==> src/rtl/mc_ctrl_fsm_if.sv <==
// mc_ctrl_fsm_if: decoder/datapath/memory-side signals of the main control FSM.
// master = the control FSM, slave = the datapath and memory side that drives the
// opcode, flags and handshake inputs.
interface mc_ctrl_fsm_if;
    logic [6:0] opcode;
    logic [2:0] funct3;
    logic       zero;
    logic       blt;
    logic       bge;
    logic       bltu;
    logic       bgeu;
    logic       mem_ready;
    logic       stall;
    logic       PCWrite;
    logic       AdrSrc;
    logic       MemWrite;
    logic       IRWrite;
    logic       RegWrite;
    logic       mem_req;
    logic [1:0] ResultSrc;
    logic [1:0] ALUSrcA;
    logic [1:0] ALUSrcB;
    logic [1:0] alu_op;
    logic       instr_done;
    logic       mem_err;
    logic [3:0] state_o;

    modport master (
        input  opcode, funct3, zero, blt, bge, bltu, bgeu, mem_ready, stall,
        output PCWrite, AdrSrc, MemWrite, IRWrite, RegWrite, mem_req,
               ResultSrc, ALUSrcA, ALUSrcB, alu_op, instr_done, mem_err, state_o
    );

    modport slave (
        output opcode, funct3, zero, blt, bge, bltu, bgeu, mem_ready, stall,
        input  PCWrite, AdrSrc, MemWrite, IRWrite, RegWrite, mem_req,
               ResultSrc, ALUSrcA, ALUSrcB, alu_op, instr_done, mem_err, state_o
    );
endinterface

==> src/rtl/mc_ctrl_fsm.sv <==
// mc_ctrl_fsm: main control FSM of the multicycle RV32I core with a
// request/ready memory handshake, wait-state timeout, retire pulse and fetch stall.
// Optional macro MC_CTRL_TRAP_EN: illegal opcodes and memory timeouts enter a
// sticky TRAP state instead of returning to FETCH.
module mc_ctrl_fsm #(
    parameter int unsigned TIMEOUT_W   = 8,
    parameter int unsigned MEM_TIMEOUT = 255
) (
    input  logic          clk,
    input  logic          rst,
    mc_ctrl_fsm_if.master bus
);
    localparam logic [6:0] OP_R      = 7'b0110011;
    localparam logic [6:0] OP_I      = 7'b0010011;
    localparam logic [6:0] OP_LUI    = 7'b0110111;
    localparam logic [6:0] OP_AUIPC  = 7'b0010111;
    localparam logic [6:0] OP_LOAD   = 7'b0000011;
    localparam logic [6:0] OP_STORE  = 7'b0100011;
    localparam logic [6:0] OP_BRANCH = 7'b1100011;
    localparam logic [6:0] OP_JAL    = 7'b1101111;
    localparam logic [6:0] OP_JALR   = 7'b1100111;

    typedef enum logic [3:0] {
        FETCH    = 4'd0,
        DECODE   = 4'd1,
        EXEC_R   = 4'd2,
        EXEC_I   = 4'd3,
        ALU_WB   = 4'd4,
        MEM_ADDR = 4'd5,
        MEM_RD   = 4'd6,
        MEM_WB   = 4'd7,
        MEM_WR   = 4'd8,
        BRANCH   = 4'd9,
        JAL      = 4'd10,
        JALR     = 4'd11
`ifdef MC_CTRL_TRAP_EN
        , TRAP   = 4'd12
`endif
    } state_t;

`ifdef MC_CTRL_TRAP_EN
    localparam state_t ABORT_ST = TRAP;
`else
    localparam state_t ABORT_ST = FETCH;
`endif

    state_t               state, state_n;
    logic [TIMEOUT_W-1:0] cnt, cnt_n;
    logic                 timeout;
    logic                 pc_write, adr_src, mem_write, ir_write, reg_write;
    logic                 mem_req, instr_done, mem_err;
    logic [1:0]           result_src, alu_src_a, alu_src_b, alu_op;

    // Wait counter reached the limit and memory still has not answered.
    assign timeout = (cnt == TIMEOUT_W'(MEM_TIMEOUT)) && !bus.mem_ready;

    // State and wait-counter registers.
    always_ff @(posedge clk or negedge rst) begin
        if (!rst) begin
            state <= FETCH;
            cnt   <= '0;
        end else begin
            state <= state_n;
            cnt   <= cnt_n;
        end
    end

    // Next state, wait-counter update and datapath controls; the counter clears
    // on every cycle that is not a not-ready memory wait.
    always_comb begin
        state_n    = state;
        cnt_n      = '0;
        pc_write   = 1'b0;
        adr_src    = 1'b0;
        mem_write  = 1'b0;
        ir_write   = 1'b0;
        reg_write  = 1'b0;
        mem_req    = 1'b0;
        instr_done = 1'b0;
        mem_err    = 1'b0;
        result_src = 2'b00;
        alu_src_a  = 2'b00;
        alu_src_b  = 2'b00;
        alu_op     = 2'b00;
        case (state)
            FETCH: begin
                if (!bus.stall) begin
                    mem_req = 1'b1;
                    if (bus.mem_ready) begin
                        ir_write   = 1'b1;
                        pc_write   = 1'b1;
                        alu_src_b  = 2'b10;
                        result_src = 2'b10;
                        state_n    = DECODE;
                    end else if (timeout) begin
                        mem_err = 1'b1;
                        state_n = ABORT_ST;
                    end else begin
                        cnt_n = cnt + TIMEOUT_W'(1);
                    end
                end
            end
            DECODE: begin
                alu_src_a = 2'b01;
                if (bus.opcode == OP_JAL || bus.opcode == OP_JALR) begin
                    alu_src_b  = 2'b10;
                    result_src = 2'b10;
                    reg_write  = 1'b1;
                end else begin
                    alu_src_b = 2'b01;
                end
                case (bus.opcode)
                    OP_R:              state_n = EXEC_R;
                    OP_I, OP_LUI:      state_n = EXEC_I;
                    OP_AUIPC:          state_n = ALU_WB;
                    OP_LOAD, OP_STORE: state_n = MEM_ADDR;
                    OP_BRANCH:         state_n = BRANCH;
                    OP_JAL:            state_n = JAL;
                    OP_JALR:           state_n = JALR;
                    default: begin
`ifdef MC_CTRL_TRAP_EN
                        state_n = TRAP;
`else
                        state_n    = FETCH;
                        instr_done = 1'b1;
`endif
                    end
                endcase
            end
            EXEC_R: begin
                alu_src_a = 2'b10;
                alu_op    = 2'b10;
                state_n   = ALU_WB;
            end
            EXEC_I: begin
                alu_src_a = 2'b10;
                alu_src_b = 2'b01;
                alu_op    = 2'b10;
                state_n   = ALU_WB;
            end
            ALU_WB: begin
                reg_write  = 1'b1;
                instr_done = 1'b1;
                state_n    = FETCH;
            end
            MEM_ADDR: begin
                alu_src_a = 2'b10;
                alu_src_b = 2'b01;
                state_n   = (bus.opcode == OP_STORE) ? MEM_WR : MEM_RD;
            end
            MEM_RD: begin
                mem_req = 1'b1;
                adr_src = 1'b1;
                if (bus.mem_ready) begin
                    state_n = MEM_WB;
                end else if (timeout) begin
                    mem_err = 1'b1;
                    state_n = ABORT_ST;
                end else begin
                    cnt_n = cnt + TIMEOUT_W'(1);
                end
            end
            MEM_WB: begin
                result_src = 2'b01;
                reg_write  = 1'b1;
                instr_done = 1'b1;
                state_n    = FETCH;
            end
            MEM_WR: begin
                mem_req = 1'b1;
                adr_src = 1'b1;
                if (bus.mem_ready) begin
                    mem_write  = 1'b1;
                    instr_done = 1'b1;
                    state_n    = FETCH;
                end else if (timeout) begin
                    mem_err = 1'b1;
                    state_n = ABORT_ST;
                end else begin
                    mem_write = 1'b1;
                    cnt_n     = cnt + TIMEOUT_W'(1);
                end
            end
            BRANCH: begin
                alu_src_a  = 2'b10;
                alu_op     = 2'b01;
                instr_done = 1'b1;
                state_n    = FETCH;
                case (bus.funct3)
                    3'b000:  pc_write = bus.zero;
                    3'b001:  pc_write = !bus.zero;
                    3'b100:  pc_write = bus.blt;
                    3'b101:  pc_write = bus.bge;
                    3'b110:  pc_write = bus.bltu;
                    3'b111:  pc_write = bus.bgeu;
                    default: pc_write = 1'b0;
                endcase
            end
            JAL, JALR: begin
                alu_src_a  = (state == JALR) ? 2'b10 : 2'b01;
                alu_src_b  = 2'b01;
                result_src = 2'b10;
                pc_write   = 1'b1;
                instr_done = 1'b1;
                state_n    = FETCH;
            end
`ifdef MC_CTRL_TRAP_EN
            TRAP: state_n = TRAP;
`endif
            default: state_n = FETCH;
        endcase
    end

    // Reset forces every output low without waiting for a clock edge.
    assign bus.PCWrite    = rst & pc_write;
    assign bus.AdrSrc     = rst & adr_src;
    assign bus.MemWrite   = rst & mem_write;
    assign bus.IRWrite    = rst & ir_write;
    assign bus.RegWrite   = rst & reg_write;
    assign bus.mem_req    = rst & mem_req;
    assign bus.instr_done = rst & instr_done;
    assign bus.mem_err    = rst & mem_err;
    assign bus.ResultSrc  = rst ? result_src : 2'b00;
    assign bus.ALUSrcA    = rst ? alu_src_a : 2'b00;
    assign bus.ALUSrcB    = rst ? alu_src_b : 2'b00;
    assign bus.alu_op     = rst ? alu_op : 2'b00;
    assign bus.state_o    = rst ? 4'(state) : 4'd0;
endmodule

==> src/flat_wrapper.sv <==
// flat-port wrapper written by rule: the top's interface ports become plain ports
module mc_ctrl_fsm_flat 
#(
    parameter int unsigned TIMEOUT_W   = 8,
    parameter int unsigned MEM_TIMEOUT = 255
)
  (clk, rst, bus_opcode, bus_funct3, bus_zero, bus_blt, bus_bge, bus_bltu, bus_bgeu, bus_mem_ready, bus_stall, bus_PCWrite, bus_AdrSrc, bus_MemWrite, bus_IRWrite, bus_RegWrite, bus_mem_req, bus_ResultSrc, bus_ALUSrcA, bus_ALUSrcB, bus_alu_op, bus_instr_done, bus_mem_err, bus_state_o);
  mc_ctrl_fsm_if bus_i ();
  input  logic clk;
  input  logic rst;
  input wire logic [$bits(bus_i.opcode)-1:0] bus_opcode;
  input wire logic [$bits(bus_i.funct3)-1:0] bus_funct3;
  input wire logic [$bits(bus_i.zero)-1:0] bus_zero;
  input wire logic [$bits(bus_i.blt)-1:0] bus_blt;
  input wire logic [$bits(bus_i.bge)-1:0] bus_bge;
  input wire logic [$bits(bus_i.bltu)-1:0] bus_bltu;
  input wire logic [$bits(bus_i.bgeu)-1:0] bus_bgeu;
  input wire logic [$bits(bus_i.mem_ready)-1:0] bus_mem_ready;
  input wire logic [$bits(bus_i.stall)-1:0] bus_stall;
  output wire logic [$bits(bus_i.PCWrite)-1:0] bus_PCWrite;
  output wire logic [$bits(bus_i.AdrSrc)-1:0] bus_AdrSrc;
  output wire logic [$bits(bus_i.MemWrite)-1:0] bus_MemWrite;
  output wire logic [$bits(bus_i.IRWrite)-1:0] bus_IRWrite;
  output wire logic [$bits(bus_i.RegWrite)-1:0] bus_RegWrite;
  output wire logic [$bits(bus_i.mem_req)-1:0] bus_mem_req;
  output wire logic [$bits(bus_i.ResultSrc)-1:0] bus_ResultSrc;
  output wire logic [$bits(bus_i.ALUSrcA)-1:0] bus_ALUSrcA;
  output wire logic [$bits(bus_i.ALUSrcB)-1:0] bus_ALUSrcB;
  output wire logic [$bits(bus_i.alu_op)-1:0] bus_alu_op;
  output wire logic [$bits(bus_i.instr_done)-1:0] bus_instr_done;
  output wire logic [$bits(bus_i.mem_err)-1:0] bus_mem_err;
  output wire logic [$bits(bus_i.state_o)-1:0] bus_state_o;
  assign bus_i.opcode = bus_opcode;
  assign bus_i.funct3 = bus_funct3;
  assign bus_i.zero = bus_zero;
  assign bus_i.blt = bus_blt;
  assign bus_i.bge = bus_bge;
  assign bus_i.bltu = bus_bltu;
  assign bus_i.bgeu = bus_bgeu;
  assign bus_i.mem_ready = bus_mem_ready;
  assign bus_i.stall = bus_stall;
  assign bus_PCWrite = bus_i.PCWrite;
  assign bus_AdrSrc = bus_i.AdrSrc;
  assign bus_MemWrite = bus_i.MemWrite;
  assign bus_IRWrite = bus_i.IRWrite;
  assign bus_RegWrite = bus_i.RegWrite;
  assign bus_mem_req = bus_i.mem_req;
  assign bus_ResultSrc = bus_i.ResultSrc;
  assign bus_ALUSrcA = bus_i.ALUSrcA;
  assign bus_ALUSrcB = bus_i.ALUSrcB;
  assign bus_alu_op = bus_i.alu_op;
  assign bus_instr_done = bus_i.instr_done;
  assign bus_mem_err = bus_i.mem_err;
  assign bus_state_o = bus_i.state_o;
  mc_ctrl_fsm #(.TIMEOUT_W(TIMEOUT_W), .MEM_TIMEOUT(MEM_TIMEOUT)) u_core (.clk(clk), .rst(rst), .bus(bus_i));
endmodule
==> config.mk <==
export PLATFORM = sky130hd
export DESIGN_NAME = mc_ctrl_fsm_flat
export DESIGN_NICKNAME = d
export VERILOG_FILES = /design/src/rtl/mc_ctrl_fsm_if.sv /design/src/rtl/mc_ctrl_fsm.sv /design/src/flat_wrapper.sv
export SDC_FILE = /design/constraint.sdc
export NUM_CORES = 1
export LEC_CHECK = 0
export ABC_AREA = 1
export CAP_MARGIN = 20
export CORE_MARGIN = 2
export CORE_UTILIZATION = 40
export CTS_CLUSTER_DIAMETER = 120
export DETAILED_ROUTE_END_ITERATION = 10
export GPL_TIMING_DRIVEN = 0
export MAX_ROUTING_LAYER = met4
export PLACE_DENSITY = 0.75
export SYNTH_ARGS = -nofsm -noshare
export SYNTH_HDL_FRONTEND = slang
export SYNTH_SLANG_ARGS = --single-unit
export TNS_END_PERCENT = 50
==> constraint.sdc <==
create_clock -name clk -period 1.5 [get_ports clk]
set_clock_uncertainty 0.2 [all_clocks]
set_input_delay 0.15 -clock clk [delete_from_list [all_inputs] [get_ports clk]]
set_output_delay 0.15 -clock clk [all_outputs]
set_load 0.02 [all_outputs]
== Word level (Yosys, flattened, before mapping) ==
Index checks and enable logic that the tools add are counted.

* Multiplexer cells: 45
* Bitwise logic cells: 8
* Equal/unequal tests: 27
* Add/subtract/negate cells: 1
* Reduce and logical (&&, ||, !) cells: 16

{| class="wikitable"
|+ Operators with widths
! cell !! number
|-
| $mux W4 || 7
|-
| $pmux W4 S7 || 1
|-
| $mux W8 || 3
|-
| $pmux W4 S6 || 1
|-
| $eq A7 B6 Y1 const B || 3
|-
| $eq A7 B7 Y1 const B || 3
|-
| $mux W2 || 9
|-
| $eq A4 B3 Y1 const B || 4
|-
| $eq A4 B4 Y1 const B || 4
|-
| $pmux W8 S2 || 1
|-
| $eq A7 B5 Y1 const B || 2
|-
| $mux W1 || 13
|-
| $eq A3 B3 Y1 const B || 4
|-
| $pmux W2 S3 || 2
|-
| $reduce_or A2 Y1 || 6
|-
| $reduce_or A9 Y1 || 1
|-
| $add A8 B1 Y8 const B || 1
|-
| $and A1 B1 Y1 || 8
|-
| $eq A4 B2 Y1 const B || 2
|-
| $eq A8 B8 Y1 const B || 1
|-
| $pmux W2 S4 || 1
|-
| $reduce_or A4 Y1 || 2
|-
| $eq A7 B2 Y1 const B || 1
|-
| $pmux W1 S2 || 3
|-
| 12 further kinds || 14
|}

* Logic and storage cells: 99
* Output and inout bits: 20
* Bits in registers: 12
* Input port bits: 19

== Depth between registers and ports, before layout ==
Gate-level depths: netlist (run 1).

* Word-level depth: 7
* Gate-level depth with buffers: 8
* Depth with buffers taken out: 8

== Worst setup path before layout (run 1) ==
OpenSTA, ideal clock, no wires.

* Kind: register -> output
* From: register u_core.cnt[0]
* To: output bus_mem_err
* Arrival: 1.383 ns
* Stages on the path, launching flop included: 6
* Setup slack: -0.233 ns
* Path buffers: 0
* Required time: 1.150 ns
* Cells stage by stage: dfrtp_1 -> ha_1 -> nand3_1 -> nor2_1 -> nand2_1 -> nor3_1

* Longest elaborated chain between the ends: 7

{| class="wikitable"
|+ Ends and longest elaborated chain
! item !! line !! text
|-
| start, declared || mc_ctrl_fsm.sv:48 || <nowiki>logic [TIMEOUT_W-1:0] cnt, cnt_n;</nowiki>
|-
| start signal, assigned || mc_ctrl_fsm.sv:64 || <nowiki>cnt <= cnt_n;</nowiki>
|-
| $eq A8 B8 Y1 * || mc_ctrl_fsm.sv:55 || <nowiki>assign timeout = (cnt == TIMEOUT_W'(MEM_TIMEOUT)) && !bus.mem_ready;</nowiki>
|-
| $logic_and A1 B1 Y1 * || mc_ctrl_fsm.sv:55 ||
|-
| $mux W1 * || mc_ctrl_fsm.sv:95, mc_ctrl_fsm.sv:156, mc_ctrl_fsm.sv:176 ||
|-
| $mux W1 * || mc_ctrl_fsm.sv:89 || <nowiki>if (bus.mem_ready) begin</nowiki>
|-
| $mux W1 || mc_ctrl_fsm.sv:87 || <nowiki>if (!bus.stall) begin</nowiki>
|-
| $pmux W1 S2 * || mc_ctrl_fsm.sv:85 || <nowiki>case (state)</nowiki>
|-
| $and A1 B1 Y1 * || mc_ctrl_fsm.sv:222 || <nowiki>assign bus.mem_err = rst & mem_err;</nowiki>
|-
| end, declared || flat_wrapper.sv:31 || <nowiki>output wire logic [$bits(bus_i.mem_err)-1:0] bus_mem_err;</nowiki>
|}

Mark *: on every way between the ends. The rest lies on a longest branch, timed or not.

== Worst setup path after layout (run 1) ==
* From: register u_core.state[2]
* To: output bus_mem_err

* Longest elaborated chain between the ends: 4
* Elaborated cells between the ends (all ways): 6
* Classes of those cells: eq/ne: 2; mux: 1; bitwise: 1; reduce/logical: 2

{| class="wikitable"
|+ Ends and longest elaborated chain
! item !! line !! text
|-
| start, declared || mc_ctrl_fsm.sv:47 || <nowiki>state_t state, state_n;</nowiki>
|-
| start signal, assigned || mc_ctrl_fsm.sv:63 || <nowiki>state <= state_n;</nowiki>
|-
| $eq A4 B3 Y1 / $eq A4 B4 Y1 (equally long branches) || mc_ctrl_fsm.sv:85 ||
|-
| $reduce_or A2 Y1 (no line) || -- ||
|-
| $pmux W1 S2 * || mc_ctrl_fsm.sv:85 ||
|-
| $and A1 B1 Y1 * || mc_ctrl_fsm.sv:222 ||
|}

Marks and branches as above.

==> summary.md, run 1 <==
| Metric | Value |
|---|---|
| Pleak | 0.852 nW |
| Synth area leaders | dfrtp_1 (27%), nand2_1 (12%), nor2_1 (12%), inv_1 (10%), a21oi_1 (5.9%) |
| Clk Latency, worst-skew pair | 0.27 ns |
| CTS buffer count | 3 |
| DRC viols | 0 |
| Top-area cell type share of the netlist area | 0.271 |
| Initial core utilization | 0.413 |
| H-tree Lvls | 1 |
| XOR/XNOR Fraction of Synth Area | 0.0474 |
| CP required | 1.15 ns |
| Min Tclk post-route | 1.97 ns |
| Number of global-route vias before repair | 1179 |
| Fillers | 241 |
| Mux cell area share after synthesis | 0 |
| PortBufs | 38 |
| Final Util | 0.655 |
| Max IR drop VDD | 0.608 mV |
| Net Sw Frac | 0.418 |
| Final worst-path cycle share | 1.31 |
| YS warnings | 0 |
| Synth Area in Compound Gates | 0.122 |
| DP HPWL | 2.19 mm |
| Final number of hold-violating endpoints | 0 |
| Worst Tran Pin Value | 0.546 ns |
| Clock power share | 0.162 |
| Post-Synth Simple-Gate Area | 0.419 |
| Worst setup EP type | primary output |
| # IOs | 39 |
| Post-synthesis adder-cell area fraction | 0.0113 |
| Total global routing overflow | 0 |
| Largest family of logic cells by synthesized area | simple AND/OR/NAND/NOR gates |
| CP delay by family, top | simple AND/OR/NAND/NOR gates |
| Initial DRC Count | 24 |
| Setup_tns | -6.61 ns |
| Max Clock Freq | 508 MHz |
| Die Wd | 56.6 um |
| Clock buffer depth | 2 |
| Max FO, Critical Path | 4 |
| Failing checks | setup timing |
| Final slew viol count | 0 |
| Yosys cell types | 25 |
| Area Overhead vs Synth | 58.8% |
| Seq/Total Area, Yosys | 0.271 |
| Leading area contributor after synthesis | dfrtp_1 |
| CTS tree | done |
| Tot Pwr | 0.00157 W |
| PD cells | 893 mW/mm^2 |
| Startpoint types | flip-flop |
| Rows | 19 |
| Leading cell type in the layout, fill and taps excluded | nor2_1 |
| Worst min path class | primary input to async pin |
| Post-Syn Nets | 199 |
| Crit path max-delay cell type | dfrtp_2 |
| Worst slew margin | 0.635 |
| Synthesized flop and latch total | 12 |
| Syn avg cell area | 6.19 um^2 |
| Synthesized area | 0.00111 mm^2 |
| Initial antenna violation count | 0 |
| Fin nets | 250 |
| Setup violations, final | 28 |
| Max-cap check violation count | 0 |
| GRT Overall Usage | 0.193 |
| CP Cell Sequence | nor2_4, nand2_2, nor2_4, nor3_4, buf_4, nor3_2, buf_4 |
| Internal Power | 0.000915 W |
| Reg clk slew, reported paths | 0.08 ns |
| Post-DRT Antenna Nets | 0 |
| Final WL | 2.92 mm |
| First-pass GRT wire length | 4.80 mm |
| Worst Path Buf+Inv | 2 |
| Die H | 56.6 um |
| Status | complete, but fails checks |
| Worst Reg-to-Reg Cells | 8 |
| Core Region | 0.00269 mm^2 |
| CTS Sinks | 12 |
| Sequential share of power | 0.251 |
| Number of diodes | 0 |
| Psw | 0.000657 W |
| Setup ws final | -0.470 ns |
| Worst path depth | 7 |
| Root cell of the clock tree | clkbuf_4 |
| Crit Path Class | flip-flop to primary output |
| Most frequent cells in the layout | nor2_1 (30), inv_1 (28), nand2_1 (28) |
| RD Place Congestion | 0.819 |
| DR vias | 1307 |
| Via density | 5.03 |
| DR pass1 iterations | 4 |
| Mapped Cells | 179 |
| RSZ-0062 raised after global routing | yes |
| CP arrival | 1.62 ns |
| Largest net degree at the start of global routing | 13 |
| Worst path max stage delay | 0.44 ns |
| Die Area | 0.00321 mm^2 |
| Logic pwr share | 0.587 |
| Avg WL per Cell | 11.2 um |
| Layout cells sized above 1 | 0.341 |
## cell families (layout without fill, tap and decap cells)
group | count (synthesis) | after routing
buffers and inverters | 36 | 86
and+or+nand+nor | 100 | 100
AOI/OAI and AO/OA | 24 | 24
DFF | 12 | 12
adders and majority gates | 1 | 1
xor gates and xnor gates | 6 | 6
## worst paths after layout
path	startpoint	end	slack [ns]
min reg2reg	u_core.cnt[0]$_DFF_PN0_	u_core.cnt[0]$_DFF_PN0_	0.35
min	rst	u_core.cnt[7]$_DFF_PN0_	0.19
max reg2reg	u_core.state[2]$_DFFE_PN0P_	u_core.cnt[5]$_DFF_PN0_	-0.15
max	u_core.state[2]$_DFFE_PN0P_	bus_mem_err	-0.47
max in group asynchronous	rst	u_core.state[2]$_DFFE_PN0P_	0.50
min in group clk	u_core.cnt[0]$_DFF_PN0_	u_core.cnt[0]$_DFF_PN0_	0.35
## per-stage QoR
step,std cells,setup WS (ns),instance area [um^2],hold WS (ns)
after floorplan,179,-0.0882,1150,-0.346
after global placement,248,-1.40,1570,0.249
after detailed placement,248,-1.38,1570,0.256
after CTS,258,-0.515,1680,0.206
after global routing,260,-0.562,1760,0.231
final,260,-0.470,1760,0.195
## layout make-up
cell class | count | area [um^2] | area share
Sequential cell | 12 | 304 | 0.173
Multi-Input combinational cell | 131 | 811 | 0.461
Tap cell | 31 | 38.8 | 0.0220
Clock buffer | 4 | 36.3 | 0.0206
Inverter | 33 | 129 | 0.0732
Timing Repair Buffer | 46 | 420 | 0.239
Buffer | 3 | 21.3 | 0.0121
## power groups by stage
stage                     clock (W)  sequential [W]  combinational [W]
after floorplan                   0        0.000382           0.000468
after global placement            0        0.000389           0.000697
after detailed placement          0        0.000388           0.000708
after CTS                  0.000260        0.000387           0.000815
after global routing       0.000275        0.000397           0.000992
final                      0.000255        0.000394           0.000923
## synth_stat cells
library cell / n
nor2_1: 35
buf_6: 1
inv_1: 31
nand3_1: 9
nand4_1: 4
clkbuf_1: 1
nand2_2: 3
o22ai_1: 1
nor2_2: 4
o21ai_0: 5
a21oi_1: 13
nand2_1: 36
dfrtp_1: 12
nand3b_1: 1
buf_2: 1
ha_1: 1
xnor2_1: 1
nor3_1: 3
o2bb2ai_1: 1
or2_1: 1
nor3_4: 2
o211ai_1: 4
nor2_4: 2
xor2_1: 5
inv_2: 2
## registers in the layout, indices dropped and copies added, names as in the netlist
register,count
u_core.state,4
u_core.cnt,8
## repair_timing
action	4_1_cts	5_1_grt
hold endpoints to repair	12	0
pin swaps	6	7
gates resized for setup	104	39
hold buffers	1	0
buffers inserted	5	2
endpoints found under the setup margin	32	30
## metal layers
layer | global-route usage | wire (um)
met1 | 0.241 | 1300
met2 | 0.312 | 1440
met3 | 0.0207 | 130
met4 | 0.0918 | 51
met5 | - | 0
No activity file was read; power rests on OpenSTA's default activity.
==> run 2, diff against run 1 <==
ABC_CLOCK_PERIOD_IN_PS = 1500   (was unset)
CORE_UTILIZATION = 42   (was 40)
CTS_BUF_LIST = sky130_fd_sc_hd__clkbuf_4   (was unset)
PLACE_DENSITY = 0.78   (was 0.75)
==> run 2 against run 1 <==
The run still ends with setup timing left. Clock power fell by 15%. Final cell count up 3.1%. Global-route usage up 2.3 points. Critical endpoint is now bus_ALUSrcA[0]. Largest cell class unchanged. Count of clock-buffer cells in the layout is 1 lower. Fmax fell by 1.8%. Wire length grew 21%. Register-to-register slack got worse by 0.06 ns.
==> summary.md, run 2 (same netlist as run 1, synthesis figures left out) <==
| Metric | Value |
|---|---|
| Net Sw Frac | 0.449 (was 0.418) |
| Die H | 55.4 um (was 56.6 um) |
| First-pass GRT wire length | 5.26 mm (was 4.80 mm) |
| DRC viols | 0 (unchanged) |
| # IOs | 39 (unchanged) |
| Most frequent cells in the layout | nor2_1 (29), inv_1 (25), nand2_1 (25) (was nor2_1 (30), inv_1 (28), nand2_1 (28)) |
| Reg clk slew, reported paths | 0.08 ns (about the same) |
| Final worst-path cycle share | 1.34 (was 1.31) |
| Cell area after layout | 0.00189 mm^2 (was 0.00176 mm^2) |
| Status | complete, but fails checks (unchanged) |
| Post-DP Area | 0.00157 mm^2 (about the same) |
| Largest registers | u_core.cnt: 8 flops, u_core.state: 4 flops (unchanged) |
| Psw | 0.000744 W (was 0.000657 W) |
| Via density | 5.19 (was 5.03) |
| Post-Place Cells | 247 (was 248) |
| H-tree Lvls | 1 (unchanged) |
| Area Overhead vs Synth | 70.2% (was 58.8%) |
| Setup violations, final | 27 (was 28) |
| Final slew viol count | 0 (unchanged) |
| Die Area | 0.00307 mm^2 (was 0.00321 mm^2) |
| Worst min path class | primary input to async pin (unchanged) |
| DP HPWL | 2.28 mm (was 2.19 mm) |
| Initial DRC Count | 36 (was 24) |
| Clk Latency, worst-skew pair | 0.28 ns (was 0.27 ns) |
| Worst path max stage delay | 0.46 ns (was 0.44 ns) |
| Most used cell, CP | buf_6 |
| RSZ-0062 raised after global routing | yes (unchanged) |
| Flop2flop setup slack | -0.21 ns (was -0.15 ns) |
| Reg area | 304 um^2 (unchanged) |
| Initial antenna violation count | 0 (unchanged) |
| Internal Power | 0.000914 W (was 0.000915 W) |
| Multi-input logic area | 875 um^2 (was 811 um^2) |
| RD Place Congestion | 0.929 (was 0.819) |
| Final WL | 3.54 mm (was 2.92 mm) |
| Worst Tran Pin Value | 0.563 ns (was 0.546 ns) |
| Crit Path Class | flip-flop to primary output (unchanged) |
| Place WS | -1.39 ns (was -1.38 ns) |
| Max Clock Freq | 499 MHz (was 508 MHz) |
| Crit path max-delay cell type | dfrtp_2 (unchanged) |
| CTS buffer count | 3 (unchanged) |
| Leading cell type in the layout, fill and taps excluded | nor2_1 (unchanged) |
| Number of global-route vias before repair | 1292 (was 1179) |
| Max-cap check violation count | 0 (unchanged) |
| Flip-flop count of the largest register after layout | 8 (unchanged) |
| Total global routing overflow | 0 (unchanged) |
| Largest net degree at the start of global routing | 13 (unchanged) |
| Worst Path Buf+Inv | 4 (was 2) |
| Post-Layout Cell Count | 268 (was 260) |
| Worst hold slack | 0.212 ns (was 0.195 ns) |
| CP delay by family, top | buffers and inverters (was simple AND/OR/NAND/NOR gates) |
| Worst setup EP type | primary output (unchanged) |
| Max IR drop VDD | 0.770 mV (was 0.608 mV) |
| Logic pwr share | 0.624 (was 0.587) |
| CTS Sinks | 12 (unchanged) |
| Clock buffer depth | 2 (unchanged) |
| PortBufs | 38 (unchanged) |
| Worst slew margin | 0.623 (was 0.635) |
| CTS tree | done (unchanged) |
| Max FO, Critical Path | 6 (was 4) |
| Rows | 18 (was 19) |
| Sequential share of power | 0.246 (was 0.251) |
| Fillers | 196 (was 241) |
| DR vias | 1392 (was 1307) |
| Min Tclk post-route | 2.01 ns (was 1.97 ns) |
| CP arrival | 1.66 ns (was 1.62 ns) |
| PD cells | 879 mW/mm^2 (was 893 mW/mm^2) |
| Root cell of the clock tree | clkbuf_4 (unchanged) |
| Setup ws final | -0.505 ns (was -0.470 ns) |
| Setup_tns | -7.43 ns (was -6.61 ns) |
| Final number of hold-violating endpoints | 0 (unchanged) |
| Initial core utilization | 0.443 (was 0.413) |
| Layout cells sized above 1 | 0.399 (was 0.341) |
| Core Region | 0.00250 mm^2 (was 0.00269 mm^2) |
| GRT Overall Usage | 0.217 (was 0.193) |
| CP required | 1.15 ns (about the same) |
| Die Wd | 55.4 um (was 56.6 um) |
| Number of diodes | 0 (unchanged) |
| Avg WL per Cell | 13.2 um (was 11.2 um) |
| DR pass1 iterations | 4 (unchanged) |
| Post-DRT Antenna Nets | 0 (unchanged) |
| CP Cell Sequence | nor2_4, inv_2, nor3_4, buf_6, buf_6, a21oi_2, nor2_1, buf_4 (was nor2_4, nand2_2, nor2_4, nor3_4, buf_4, nor3_2, buf_4) |
| Pleak | 0.920 nW (was 0.852 nW) |
| Failing checks | setup timing (unchanged) |
| Clock power share | 0.130 (was 0.162) |
| Fin nets | 259 (was 250) |
| Reg with most FFs | u_core.cnt (unchanged) |
| Startpoint types | flip-flop (unchanged) |
run 2: area by class of cell:
class	count	area share
Buffer	3	0.0126
Clock buffer	3	0.0119
Clock inverter	1	0.00199
Inverter	33	0.0710
Multi-Input combinational cell	131	0.464
Sequential cell	12	0.161
Tap cell	30	0.0199
Timing Repair Buffer	55	0.258
run 2: routing by layer:
layer,track usage,up-vias,part of all wire
met5,-,-,0
met4,0.0557,0,0.0065
met3,0.0562,4,0.058
met2,0.381,50,0.52
met1,0.243,657,0.42
li1,-,681,-
run 2: power by group through the flow:
stage                     clock [W]  sequential (W)  combinational [W]
after floorplan                   0        0.000382           0.000468
after global placement            0        0.000387           0.000695
after detailed placement          0        0.000389           0.000705
after CTS                  0.000219        0.000393           0.000941
after global routing       0.000234        0.000411            0.00109
final                      0.000216        0.000407            0.00103
run 2: stage by stage:
step	utilization	power, W
after global placement	0.629	0.00108
final	0.755	0.00166
after global routing	0.755	0.00174
after CTS	0.724	0.00155
after floorplan	-	0.000850
after detailed placement	0.629	0.00109
run 2: final timing paths:
check / start / endpoint / cells after the start
worst min-delay path: rst / u_core.cnt[1]$_DFF_PN0_ / 2
worst max register to register: u_core.state[1]$_DFFE_PN0P_ / u_core.cnt[3]$_DFF_PN0_ / 9
worst min register to register: u_core.cnt[7]$_DFF_PN0_ / u_core.cnt[7]$_DFF_PN0_ / 2
max in group asynchronous: rst / u_core.state[0]$_DFFE_PN0P_ / 2
worst max-delay path: u_core.state[2]$_DFFE_PN0P_ / bus_ALUSrcA[0] / 8
min in group clk: u_core.cnt[7]$_DFF_PN0_ / u_core.cnt[7]$_DFF_PN0_ / 2
run 2: repair_timing:
action                                 4_1_cts  5_1_grt
pin swaps                                   16        8
gates resized for setup                    144       21
setup endpoints to repair                   32       32
endpoints found under the hold margin       12        0
buffers inserted                            12        4
hold buffers                                 1        0
==> run 3, diff against run 2 <==
SKIP_LAST_GASP = 1   (was unset)
==> run 3 against run 2 <==
Clock power about the same. Power increased by 0.35%. Final area decreased by 0.40%. Hold slack got worse by 0.0016 ns. The flow still finishes with violations (setup timing).
==> summary.md, run 3 (same netlist as run 1, synthesis figures left out) <==
| Metric | Value |
|---|---|
| Worst Tran Pin Value | 0.552 ns (was 0.563 ns) |
| Worst setup EP type | primary output (unchanged) |
| Worst min path class | primary input to async pin (unchanged) |
| DR pass1 iterations | 4 (unchanged) |
| RSZ-0062 raised after global routing | yes (unchanged) |
| Initial DRC Count | 39 (was 36) |
| Die Wd | 55.4 um (unchanged) |
| Place WS | -1.39 ns (unchanged) |
| GRT met2 Usage | 0.379 (was 0.381) |
| Clock buffer depth | 2 (unchanged) |
| Via density | 5.17 (was 5.19) |
| PD cells | 885 mW/mm^2 (was 879 mW/mm^2) |
| Clock power share | 0.130 (about the same) |
| Min Tclk post-route | 2.00 ns (was 2.01 ns) |
| CP required | 1.15 ns (about the same) |
| # IOs | 39 (unchanged) |
| DP HPWL | 2.28 mm (unchanged) |
| Post-DRT Antenna Nets | 0 (unchanged) |
| Largest registers | u_core.cnt: 8 flops, u_core.state: 4 flops (unchanged) |
| CTS Sinks | 12 (unchanged) |
| Worst Setup EP | bus_ALUSrcA[0] (unchanged) |
| RR Startpoint | u_core.state[1]$_DFFE_PN0P_ (unchanged) |
| Final slew viol count | 0 (unchanged) |
| PortBufs | 38 (unchanged) |
| Total global routing overflow | 0 (unchanged) |
| DR vias | 1396 (was 1392) |
| Setup ws final | -0.505 ns (about the same) |
| Root cell of the clock tree | clkbuf_4 (unchanged) |
| Area Overhead vs Synth | 69.5% (was 70.2%) |
| First-pass GRT wire length | 5.23 mm (was 5.26 mm) |
| Leading cell type in the layout, fill and taps excluded | nor2_1 (unchanged) |
| Fin nets | 261 (was 259) |
| Setup violations, final | 28 (was 27) |
| Flop2flop setup slack | -0.23 ns (was -0.21 ns) |
| Psw | 0.000722 W (was 0.000744 W) |
| Worst path max stage delay | 0.46 ns (about the same) |
| Initial antenna violation count | 0 (unchanged) |
| RD Place Congestion | 0.929 (unchanged) |
| Internal Power | 0.000941 W (was 0.000914 W) |
| Failing checks | setup timing (unchanged) |
| Fillers | 199 (was 196) |
| Post-Place Cells | 247 (unchanged) |
| Max Clock Freq | 499 MHz (about the same) |
| Number of diodes | 0 (unchanged) |
| Final WL | 3.40 mm (was 3.54 mm) |
| Avg WL per Cell | 12.6 um (was 13.2 um) |
| Most used cell, CP | buf_6 (unchanged) |
| Flip-flop count of the largest register after layout | 8 (unchanged) |
| Worst Reg-to-Reg Cells | 9 (unchanged) |
| Final number of hold-violating endpoints | 0 (unchanged) |
| CP startpoint | u_core.state[0]$_DFFE_PN0P_ (was u_core.state[2]$_DFFE_PN0P_) |
| Crit path max-delay cell type | dfrtp_2 (unchanged) |
| Net Sw Frac | 0.434 (was 0.449) |
| CP Cell Sequence | clkinv_4, nor3_4, buf_6, buf_6, a21oi_2, nor2_1, buf_4 (was nor2_4, inv_2, nor3_4, buf_6, buf_6, a21oi_2, nor2_1, buf_4) |
| H-tree Lvls | 1 (unchanged) |
| Most frequent cells in the layout | nor2_1 (30), nand2_1 (29), inv_1 (26) (was nor2_1 (29), inv_1 (25), nand2_1 (25)) |
| Rows | 18 (unchanged) |
| Logic pwr share | 0.630 (was 0.624) |
| Crit Path Class | flip-flop to primary output (unchanged) |
| Most Crowded Layer GR | met2 (unchanged) |
| Sequential share of power | 0.240 (was 0.246) |
| Max IR drop VDD | 0.758 mV (was 0.770 mV) |
| CTS tree | done (unchanged) |
| Largest net degree at the start of global routing | 13 (unchanged) |
| Met1 GRT Util | 0.242 (was 0.243) |
| Max FO, Critical Path | 7 (was 6) |
| Max-cap check violation count | 0 (unchanged) |
| Number of global-route vias before repair | 1288 (was 1292) |
| Met3 GRT Util | 0.0539 (was 0.0562) |
| Status | complete, but fails checks (unchanged) |
| CTS buffer count | 3 (unchanged) |
| DRC viols | 0 (unchanged) |
| Pleak | 0.947 nW (was 0.920 nW) |
| Core Region | 0.00250 mm^2 (unchanged) |
| GRT Overall Usage | 0.215 (was 0.217) |
| Reg clk slew, reported paths | 0.08 ns (about the same) |
| Layout cells sized above 1 | 0.367 (was 0.399) |
| Startpoint types | flip-flop (unchanged) |
| CP arrival | 1.65 ns (was 1.66 ns) |
| Die H | 55.4 um (unchanged) |
| Worst hold slack | 0.210 ns (was 0.212 ns) |
| Capturing point of the worst reg2reg path | u_core.cnt[3]$_DFF_PN0_ (unchanged) |
| Clk Latency, worst-skew pair | 0.28 ns (about the same) |
| Final worst-path cycle share | 1.34 (about the same) |
| Die Area | 0.00307 mm^2 (unchanged) |
| Post-Layout Cell Count | 270 (was 268) |
| Initial core utilization | 0.443 (unchanged) |
| Reg with most FFs | u_core.cnt (unchanged) |
| Worst slew margin | 0.631 (was 0.623) |
==> run 3: worst min-delay path by stage <==
stage	slack, ns	endpoint	start	depth (start not counted)
finish	0.21	u_core.cnt[1]$_DFF_PN0_	rst	2
global route	0.27	u_core.cnt[4]$_DFF_PN0_	rst	2
CTS	0.22	u_core.cnt[3]$_DFF_PN0_	rst	2
detailed placement	0.26	u_core.cnt[0]$_DFF_PN0_	u_core.cnt[0]$_DFF_PN0_	1
global placement	0.25	u_core.cnt[0]$_DFF_PN0_	u_core.cnt[0]$_DFF_PN0_	1
floorplan	-0.35	u_core.cnt[0]$_DFF_PN0_	rst	0
==> run 3: layout make-up <==
| cell class | instances | area, um^2 | share of cell area |
|---|---|---|---|
| Multi-Input combinational cell | 131 | 837 | 0.445 |
| Sequential cell | 12 | 304 | 0.162 |
| Tap cell | 30 | 37.5 | 0.0200 |
| Clock buffer | 3 | 22.5 | 0.0120 |
| Clock inverter | 1 | 3.75 | 0.00200 |
| Inverter | 33 | 134 | 0.0712 |
| Buffer | 3 | 21.3 | 0.0113 |
| Timing Repair Buffer | 57 | 519 | 0.276 |
==> run 3: critical path, delay by kind of cell, from the launching register on <==
| kind | cells | cell delay, ns |
|---|---|---|
| AOI/OAI and AO/OA | 1 | 0.03 |
| and+or+nand+nor | 2 | 0.34 |
| buffers and inverters | 4 | 0.57 |
| DFF | 1 | 0.46 |
==> run 3: metrics by stage <==
step,utilization,setup TNS (ns),power [W],cell area (um^2)
6_report,0.752,-7.92,0.00166,1880
5_1_grt,0.752,-9.96,0.00175,1880
4_1_cts,0.718,-7.05,0.00154,1800
3_5_place_dp,0.629,-24.10,0.00109,1570
3_3_place_gp,0.629,-22.50,0.00108,1570
2_1_floorplan,-,-0.425,0.000850,1150
==> run 3: layer usage <==
metal | vias up | part of all wire
met5 | - | 0
met4 | 0 | 0.011
met3 | 6 | 0.058
met2 | 52 | 0.52
met1 | 653 | 0.42
li1 | 685 | -
==> run 3: power groups by stage <==
stage               combinational (W)  clock [W]  sequential (W)
floorplan                    0.000468          0        0.000382
CTS                          0.000933   0.000219        0.000393
global placement             0.000695          0        0.000387
global route                  0.00112   0.000231        0.000404
detailed placement           0.000705          0        0.000389
finish                        0.00105   0.000216        0.000400
==> run 3: timing repair <==
action | in CTS | in global routing
hold endpoints to repair | 12 | 0
resized for setup | 128 | 21
endpoints found under the setup margin | 32 | 32
setup buffers | 12 | 6
hold buffers | 1 | 0
gates cloned | 0 | 0
pin swaps | 12 | 8
